==> src/rtl/lfsr_rnd_pkg.sv <==
// Shared constants and types for the LFSR random-word arbiter.
// Optional statistics outputs are enabled with LFSR_RND_STATS_EN (see lfsr_rnd_arbiter).
package lfsr_rnd_pkg;
  localparam int WIDTH_DEFAULT = 52;
  localparam logic [WIDTH_DEFAULT-1:0] SEED_DEFAULT = 52'hF;

  // Feedback taps for x^52 polynomial, Fibonacci form
  localparam int TAP_A = 51;
  localparam int TAP_B = 3;
  localparam int TAP_C = 2;
  localparam int TAP_D = 0;

  typedef enum logic {FILL, READY} rnd_state_t;
endpackage

==> src/rtl/lfsr_rnd_core.sv <==
// Fibonacci LFSR register with shift enable and seed load.
// An all-zero load value is replaced by SEED so the register can never lock up.
module lfsr_core import lfsr_rnd_pkg::*; #(
  parameter int               WIDTH = WIDTH_DEFAULT,
  parameter logic [WIDTH-1:0] SEED  = SEED_DEFAULT
) (
  input  logic             clk,
  input  logic             reset,
  input  logic             shift_en,
  input  logic             load,
  input  logic [WIDTH-1:0] load_val,
  output logic [WIDTH-1:0] state
);
  logic [WIDTH-1:0] lfsr_q, lfsr_d;
  logic             fb;

  assign fb = lfsr_q[TAP_A] ^ lfsr_q[TAP_B] ^ lfsr_q[TAP_C] ^ lfsr_q[TAP_D];

  always_comb begin
    lfsr_d = lfsr_q;
    if (load) begin
      lfsr_d = (load_val == '0) ? SEED : load_val;
    end else if (shift_en) begin
      lfsr_d = {lfsr_q[WIDTH-2:0], fb};
    end
  end

  always_ff @(posedge clk or posedge reset) begin
    if (reset) lfsr_q <= SEED;
    else       lfsr_q <= lfsr_d;
  end

  assign state = lfsr_q;
endmodule

==> src/rtl/lfsr_rnd_arbiter.sv <==
// Round-robin distribution of fresh LFSR words to N_REQ requesters.
// Define LFSR_RND_STATS_EN to add the words_served / lockup_err outputs.
//
// state | meaning
// FILL  | shifting SHIFTS_PER_WORD times to build a fresh word
// READY | word complete, LFSR held, waiting for a request
module lfsr_rnd_arbiter import lfsr_rnd_pkg::*; #(
  parameter int               N_REQ           = 4,
  parameter int               WIDTH           = WIDTH_DEFAULT,
  parameter int               SHIFTS_PER_WORD = 52,
  parameter logic [WIDTH-1:0] SEED            = SEED_DEFAULT
) (
  input  logic             clk,
  input  logic             reset,
  input  logic [N_REQ-1:0] req,
  output logic [N_REQ-1:0] ack,
  output logic [WIDTH-1:0] rnd_data,
  input  logic             seed_load,
  input  logic [WIDTH-1:0] seed_in,
  output logic             busy
`ifdef LFSR_RND_STATS_EN
  ,
  output logic [15:0]      words_served,
  output logic             lockup_err
`endif
);
  localparam int PW = $clog2(N_REQ);
  localparam int CW = $clog2(SHIFTS_PER_WORD + 1);

  rnd_state_t       state_q;
  logic [CW-1:0]    cnt_q;
  logic [PW-1:0]    ptr_q, ptr_d, gnt_idx;
  logic [N_REQ-1:0] ack_q;
  logic [WIDTH-1:0] data_q, lfsr;
  logic [PW:0]      cand;
  logic             gnt_vld, shift_en;

  assign shift_en = (state_q == FILL) && !seed_load;

  lfsr_core #(.WIDTH(WIDTH), .SEED(SEED)) u_core (
    .clk      (clk),
    .reset    (reset),
    .shift_en (shift_en),
    .load     (seed_load),
    .load_val (seed_in),
    .state    (lfsr)
  );

  // First requester at or after the pointer, wrapping modulo N_REQ
  always_comb begin
    gnt_vld = 1'b0;
    gnt_idx = '0;
    cand    = '0;
    for (int i = 0; i < N_REQ; i++) begin
      cand = {1'b0, ptr_q} + (PW+1)'(i);
      if (cand >= (PW+1)'(N_REQ)) cand = cand - (PW+1)'(N_REQ);
      if (!gnt_vld && req[cand[PW-1:0]]) begin
        gnt_vld = 1'b1;
        gnt_idx = cand[PW-1:0];
      end
    end
  end

  assign ptr_d = (gnt_idx == PW'(N_REQ - 1)) ? '0 : gnt_idx + 1'b1;

  always_ff @(posedge clk or posedge reset) begin
    if (reset) begin
      state_q <= FILL;
      cnt_q   <= '0;
      ptr_q   <= '0;
      ack_q   <= '0;
      data_q  <= '0;
    end else begin
      ack_q <= '0;
      if (seed_load) begin
        // Reseed wins over a grant in the same cycle; pointer and data keep their values
        state_q <= FILL;
        cnt_q   <= '0;
      end else begin
        case (state_q)
          FILL: begin
            if (cnt_q == CW'(SHIFTS_PER_WORD - 1)) begin
              cnt_q   <= '0;
              state_q <= READY;
            end else begin
              cnt_q <= cnt_q + 1'b1;
            end
          end
          READY: begin
            if (gnt_vld) begin
              ack_q   <= N_REQ'(1) << gnt_idx;
              data_q  <= lfsr;
              ptr_q   <= ptr_d;
              state_q <= FILL;
            end
          end
          default: state_q <= FILL;
        endcase
      end
    end
  end

  assign ack      = ack_q;
  assign rnd_data = data_q;
  assign busy     = (state_q == FILL);

`ifdef LFSR_RND_STATS_EN
  logic [15:0] served_q;
  logic        lock_q;

  always_ff @(posedge clk or posedge reset) begin
    if (reset) begin
      served_q <= '0;
      lock_q   <= 1'b0;
    end else begin
      if (|ack_q && served_q != 16'hFFFF) served_q <= served_q + 16'd1;
      if (lfsr == '0) lock_q <= 1'b1;
    end
  end

  assign words_served = served_q;
  assign lockup_err   = lock_q;
`endif
endmodule

==> config.mk <==
export PLATFORM = sky130hd
export DESIGN_NAME = lfsr_rnd_arbiter
export DESIGN_NICKNAME = d
export VERILOG_FILES = /design/src/rtl/lfsr_rnd_pkg.sv /design/src/rtl/lfsr_rnd_core.sv /design/src/rtl/lfsr_rnd_arbiter.sv
export SDC_FILE = /design/constraint.sdc
export NUM_CORES = 1
export LEC_CHECK = 0
export CORE_MARGIN = 1.5
export CORE_UTILIZATION = 46
export DETAILED_ROUTE_END_ITERATION = 12
export HOLD_SLACK_MARGIN = 0.02
export PLACE_DENSITY_LB_ADDON = 0.12
export SLEW_MARGIN = 0
export SYNTH_ARGS = -nofsm -noshare
export SYNTH_HDL_FRONTEND = slang
export SYNTH_SLANG_ARGS = --single-unit
==> constraint.sdc <==
create_clock -name clk -period 4.17 [get_ports clk]
set_clock_uncertainty 0.1 [all_clocks]
set_input_delay 0.834 -clock clk [delete_from_list [all_inputs] [get_ports clk]]
set_output_delay 0.834 -clock clk [all_outputs]
set_load 0.02 [all_outputs]
==> flow_summary.json, run 1 <==
{
  "crit_slowest_cell": "nor4_1",
  "num_antenna_cells": 0,
  "layout.nets": 607,
  "clock-sinks": 117,
  "yosysWarnings": 0,
  "path_buf_inv": 1,
  "vias": 3660,
  "start_util_pct": 47.4,
  "crit_arrival_ps": 3050,
  "avgSynthCellArea_um2": 12.1,
  "yosysTopAreaCellShare_pct": 54.5,
  "synth_edf_count": 0,
  "syn_inst": 428,
  "clk_latency_ps": 400,
  "cp-end-kind": "flop",
  "synthDistinctLibCells": 40,
  "cts_buffer_depth": 2,
  "synth_xor_area_share_pct": 0.772,
  "hold_ws_ps": 404,
  "slowest_delay_ps": 670,
  "rows": 38,
  "critPathRequiredTime_ps": 4390,
  "track_usage_pct": 20.8,
  "route.detailed.drc": 0,
  "synth-seq-cells": 117,
  "antenna_found_initial": 0,
  "h-tree-depth": 4,
  "path_max_fanout": 4,
  "hold_viol_final": 0,
  "dr.pass1.iters": 6,
  "wire_per_inst_um": 16.4,
  "synth_simple_gate_area_share_pct": 9.29,
  "setup_slack_ps": 1340,
  "cts_tree": "built",
  "hold_class": "flop to flop",
  "gr-total-overflow": 0,
  "grt_max_degree": 70,
  "rsz0062_at_grt": "no",
  "area_growth_syn_to_layout_pct": 35.9,
  "drt_iter0_drc": 138,
  "path_class": "input port to flop",
  "vias_per_cell": 5.26,
  "tightest_slew_ps": 953,
  "max_cap_viol_count": 0,
  "power.density_nw_per_um2": 416,
  "die_w_um": 109,
  "path_delay_family": "simple AND/OR/NAND/NOR gates",
  "synthAdderAreaFrac_pct": 1.21,
  "ys.flop_type": "dfrtp_1",
  "setup_tns_ps": 0,
  "coreArea_um2": 10900,
  "hold_buffers": 0,
  "finalSetupViolCount": 0,
  "synthTopCellsByArea": "dfrtp_1 (55%), mux2_2 (11%), mux2i_1 (10%)",
  "die_area_um2": 11900,
  "ant_nets": 0,
  "cp-start-kind": "input port",
  "drive_gt1_share_pct": 17.6,
  "ys_seq_area_share_pct": 56.6,
  "grt_pass1_vias": 3794,
  "timing.final.crit_share_pct": 67.8,
  "peakVddDrop_uv": 217,
  "place_congestion": 0.811,
  "synthMuxAreaShare_pct": 22.2,
  "grt_pass1_wl_mm": 18.9,
  "synth_top_family_by_area": "multiplexers",
  "power.leakage_nw": 3.02,
  "path_cells": "clkdlybuf4s50_1 > nor4_1 > nand4_1 > nor4_1 > a2bb2oi_1",
  "slew_viol_final": 0,
  "routed_wl_mm": 11.4,
  "cp_common_cell": "nor4_1",
  "cts.clk_slew.worst_paths_ps": 50,
  "root_buffer": "clkbuf_16",
  "io_pins": 116,
  "relSlewSlack_pct": 36.5,
  "cts_resized": 0,
  "status": "completed",
  "postCtsSetupRepairBufs": 0,
  "dp_slack_ps": 984,
  "syn-cell-area_um2": 5190,
  "synth_compound_area_share_pct": 7.33,
  "yosysTopAreaCell": "dfrtp_1",
  "max_freq_mhz": 353,
  "hpwl_mm": 7.63,
  "numCtsBuffers": 17,
  "syn-num-nets": 492,
  "die_h_um": 109,
  "port_buffers": 115,
  "async_flop_share_pct": 100,
  "period_minus_slack_ps": 2830
}
## layout by cell type (no fill, tap or decap), drive strengths merged, types with 2 or more instances in the layout
cell type / n
dfstp: 4
clkbuf: 20
bufinv: 3
nand3: 3
and4: 2
nand4: 2
mux2: 53
inv: 6
nand2: 58
clkdlybuf4s50: 114
ha: 5
and2: 4
nor2: 6
mux2i: 54
o31a: 3
nor4: 15
a2bb2oi: 2
clkinv: 7
clkinvlp: 2
buf: 5
dfrtp: 113
or3: 2
a21oi: 6
nor3: 2
o21ai: 51
## layer usage
| layer | vias to the layer above | GRT usage, % | part of all wire [%] |
|---|---|---|---|
| met5 | - | 0 | 0 |
| met2 | 93 | 31.5 | 46 |
| met3 | 14 | 6.63 | 6.3 |
| li1 | 1763 | - | - |
| met1 | 1790 | 28.5 | 47 |
| met4 | 0 | 6.96 | 1.3 |
## registers in the layout, summed over array words and instances (netlist names)
signal,count
rnd_data,52
ack,4
state_q,1
cnt_q,6
u_core.state,52
ptr_q,2
## cell type report
class                      count  area, µm²
timing repair buffer         119       1190
sequential                   117       2940
fill                         899       3880
clock buffer                  20        447
multi-input combinational    282       2120
clock inverter                12        155
tap                          140        175
inverter                       6       25.0
## stage by stage
| stage | total power [W] | util, % | cell area [µm²] | std cells |
|---|---|---|---|---|
| final | 0.00293 | 64.5 | 7050 | 696 |
| after floorplan | 0.00138 | - | 5190 | 428 |
| after CTS | 0.00297 | 64.5 | 7050 | 696 |
| after global placement | 0.00149 | 59.0 | 6450 | 664 |
| after detailed placement | 0.00150 | 59.0 | 6450 | 664 |
| after global routing | 0.00305 | 64.5 | 7050 | 696 |
## where the power goes
group	switching (W)	total, W	leakage (nW)	internal, W
sequential	0.0000482	0.00125	1.52	0.00120
combinational	0.000110	0.000228	1.21	0.000118
clock	0.000503	0.00146	0.290	0.000955
total	0.000661	0.00293	3.02	0.00227
## cell usage after synthesis (2+ instances only)
cell and instances:
ha_1 5, and2_1 4, a21oi_1 6, buf_6 2, dfstp_2 4, mux2_2 49
o31a_1 3, o21ai_0 51, inv_1 6, and4_1 2, mux2_4 4, nor2_1 6
dfrtp_1 113, mux2i_1 54, a2bb2oi_1 2, clkbuf_1 10, nor4_1 14, buf_2 10
or3_1 2, nand3_1 3, nand2_1 58, nand4_1 2
## kinds of logic (layout without fill, tap and decap cells)
kind of cell | Yosys count | count (layout)
adder cells (fa/ha/maj) | 5 | 5
multiplexers | 107 | 107
buffers and inverters | 29 | 157
flip-flops | 117 | 117
AO/OA/AOI/OAI | 68 | 68
AND/OR/NAND/NOR | 99 | 99
XOR/XNOR | 3 | 3
## final timing paths
kind,cells after the start,slack (ps),from,end
max in group asynchronous,3,2340,reset,rnd_data[30]
min,1,400,rnd_data[32],rnd_data[32]
min in group asynchronous,2,850,reset,rnd_data[39]
min reg2reg,1,400,rnd_data[32],rnd_data[32]
max reg2reg,5,2120,state_q,cnt_q[4]
max,5,1340,seed_in[25],u_core.state[0]
Power figures use the tool's default switching activity.
==> inputs of run 2 (changes only) <==
--- a/config.mk
+++ b/config.mk
@@ -6,7 +6,7 @@
 export NUM_CORES = 1
 export LEC_CHECK = 0
 export CORE_MARGIN = 1.5
-export CORE_UTILIZATION = 46
+export CORE_UTILIZATION = 50
 export DETAILED_ROUTE_END_ITERATION = 12
 export HOLD_SLACK_MARGIN = 0.02
 export PLACE_DENSITY_LB_ADDON = 0.12
==> constraint.sdc (replaced) <==
create_clock -name clk -period 2.9 [get_ports clk]
set_clock_uncertainty 0.1 [all_clocks]
set_input_delay 0.58 -clock clk [delete_from_list [all_inputs] [get_ports clk]]
set_output_delay 0.58 -clock clk [all_outputs]
set_load 0.02 [all_outputs]
==> flow_summary.json, run 2 (same netlist as run 1, synthesis figures left out) <==
{
  "fin_cells": 692,
  "postCtsSetupRepairBufs": 0,
  "route.detailed.drc": 0,
  "crit_slowest_cell": "clkdlybuf4s50_1",
  "critPathRequiredTime_ps": 2220,
  "seq_power_share_pct": 42.2,
  "track_usage_pct": 22.2,
  "cts_buffer_depth": 2,
  "io_pins": 116,
  "clkPwrFrac_pct": 49.8,
  "numCtsBuffers": 17,
  "place_congestion": 0.797,
  "rsz0062_at_grt": "no",
  "gr-total-overflow": 0,
  "crit_arrival_ps": 1820,
  "hold_buffers": 0,
  "path_class": "flop to primary output",
  "die_w_um": 105,
  "worstReg2RegEnd": "cnt_q[4]",
  "root_buffer": "clkbuf_8",
  "max_cap_viol_count": 0,
  "grt_pass1_vias": 3854,
  "r2r_slack_ps": 850,
  "die_area_um2": 11000,
  "num_antenna_cells": 0,
  "dp.cells": 660,
  "drive_gt1_share_pct": 18.2,
  "grt_pass1_wl_mm": 19.1,
  "hpwl_mm": 7.71,
  "h-tree-depth": 4,
  "grt_max_degree": 68,
  "cts.clk_slew.worst_paths_ps": 60,
  "switchingPower_w": 0.000954,
  "max_freq_mhz": 400,
  "vias_per_cell": 5.39,
  "cts_tree": "built",
  "clk_latency_ps": 500,
  "slowest_delay_ps": 650,
  "setup_tns_ps": 0,
  "drt_iter0_drc": 149,
  "antenna_found_initial": 0,
  "dr.pass1.iters": 4,
  "ant_nets": 0,
  "period_minus_slack_ps": 2500,
  "path_cells": "inv_1 > clkdlybuf4s50_1",
  "start_util_pct": 52.3,
  "hold_viol_final": 0,
  "final_common_cell": "clkdlybuf4s50_1",
  "dp_slack_ps": 347,
  "swShare_pct": 22.4,
  "status": "completed",
  "clock-sinks": 117,
  "final_cell_mix": "clkdlybuf4s50_1 (114), dfrtp_1 (112), nand2_1 (58)",
  "internal-power_w": 0.00330,
  "path_max_fanout": 5,
  "relSlewSlack_pct": 36.9,
  "port_buffers": 115,
  "p_comb_share_pct": 7.9,
  "cts_resized": 0,
  "finalSetupViolCount": 0,
  "layout.nets": 610,
  "vias": 3727,
  "coreArea_um2": 9910,
  "rows": 36,
  "power.density_nw_per_um2": 599,
  "power.leakage_nw": 3.03,
  "peakVddDrop_uv": 529,
  "cp-start-kind": "flop",
  "setup_slack_ps": 403,
  "reg2reg_from": "state_q",
  "timing.final.crit_share_pct": 86.1,
  "die_h_um": 105,
  "path_delay_family": "buffers and inverters",
  "cp-end-kind": "primary output",
  "final_util_pct": 71.7,
  "area_growth_syn_to_layout_pct": 37.1,
  "hold_class": "input port to asynchronous set/reset pin",
  "tightest_slew_ps": 946,
  "wire_per_inst_um": 16.9,
  "routed_wl_mm": 11.7,
  "path_buf_inv": 2,
  "slew_viol_final": 0,
  "rr_worst_depth": 5
}
run 2: changes by cell type in the layout (fill, tap and decap cells not counted), sizes merged:
cell	change
clkinv	-4
clkbuf	+2
clkinvlp	+3
inv	-1
buf	+3
run 2: cell type report:
cell class                 count  area (µm²)
fill                         722        2800
sequential                   117        2940
tap                          133         166
timing repair buffer         122        1240
clock inverter                10         146
inverter                       6        26.3
clock buffer                  22         473
multi-input combinational    282        2120
run 2: how the worst max path moves through the flow:
stage                     startpoint         endpoint  cells after the start
after global placement    seed_in[4]  u_core.state[0]                      6
after detailed placement  seed_in[4]  u_core.state[0]                      6
after floorplan                reset           ack[0]                      1
after CTS                    state_q             busy                      2
final                        state_q             busy                      2
after global routing         state_q             busy                      2
run 2: through the flow:
| step | hold slack [ps] | power [W] | cell area [µm²] |
|---|---|---|---|
| CTS | 211 | 0.00430 | 7110 |
| detailed placement | 395 | 0.00216 | 6490 |
| finish | 229 | 0.00425 | 7110 |
| floorplan | 401 | 0.00198 | 5190 |
| global route | 235 | 0.00441 | 7110 |
| global placement | 389 | 0.00215 | 6490 |
run 2: routing by layer:
| layer | vias to the layer above | global-route usage (%) | share of wire (%) |
|---|---|---|---|
| li1 | 1770 | - | - |
| met3 | 11 | 6.30 | 4.7 |
| met1 | 1866 | 28.0 | 44 |
| met4 | 0 | 6.36 | 1.1 |
| met2 | 80 | 37.3 | 50 |
| met5 | - | 0 | 0 |
run 2: worst reg2reg max path, cell delays in order, from the launching register on:
cell     delay [ps]
dfrtp_4         400
buf_4           720
nor2b_1         350
or3_1           150
a21oi_1          60
a21o_1          150
run 2: power by group through the flow:
stage	clock, W	combinational (W)	sequential (W)
floorplan	0	0.000173	0.00181
global placement	0	0.000329	0.00182
detailed placement	0	0.000338	0.00182
CTS	0.00216	0.000342	0.00180
global route	0.00223	0.000377	0.00181
finish	0.00212	0.000338	0.00180
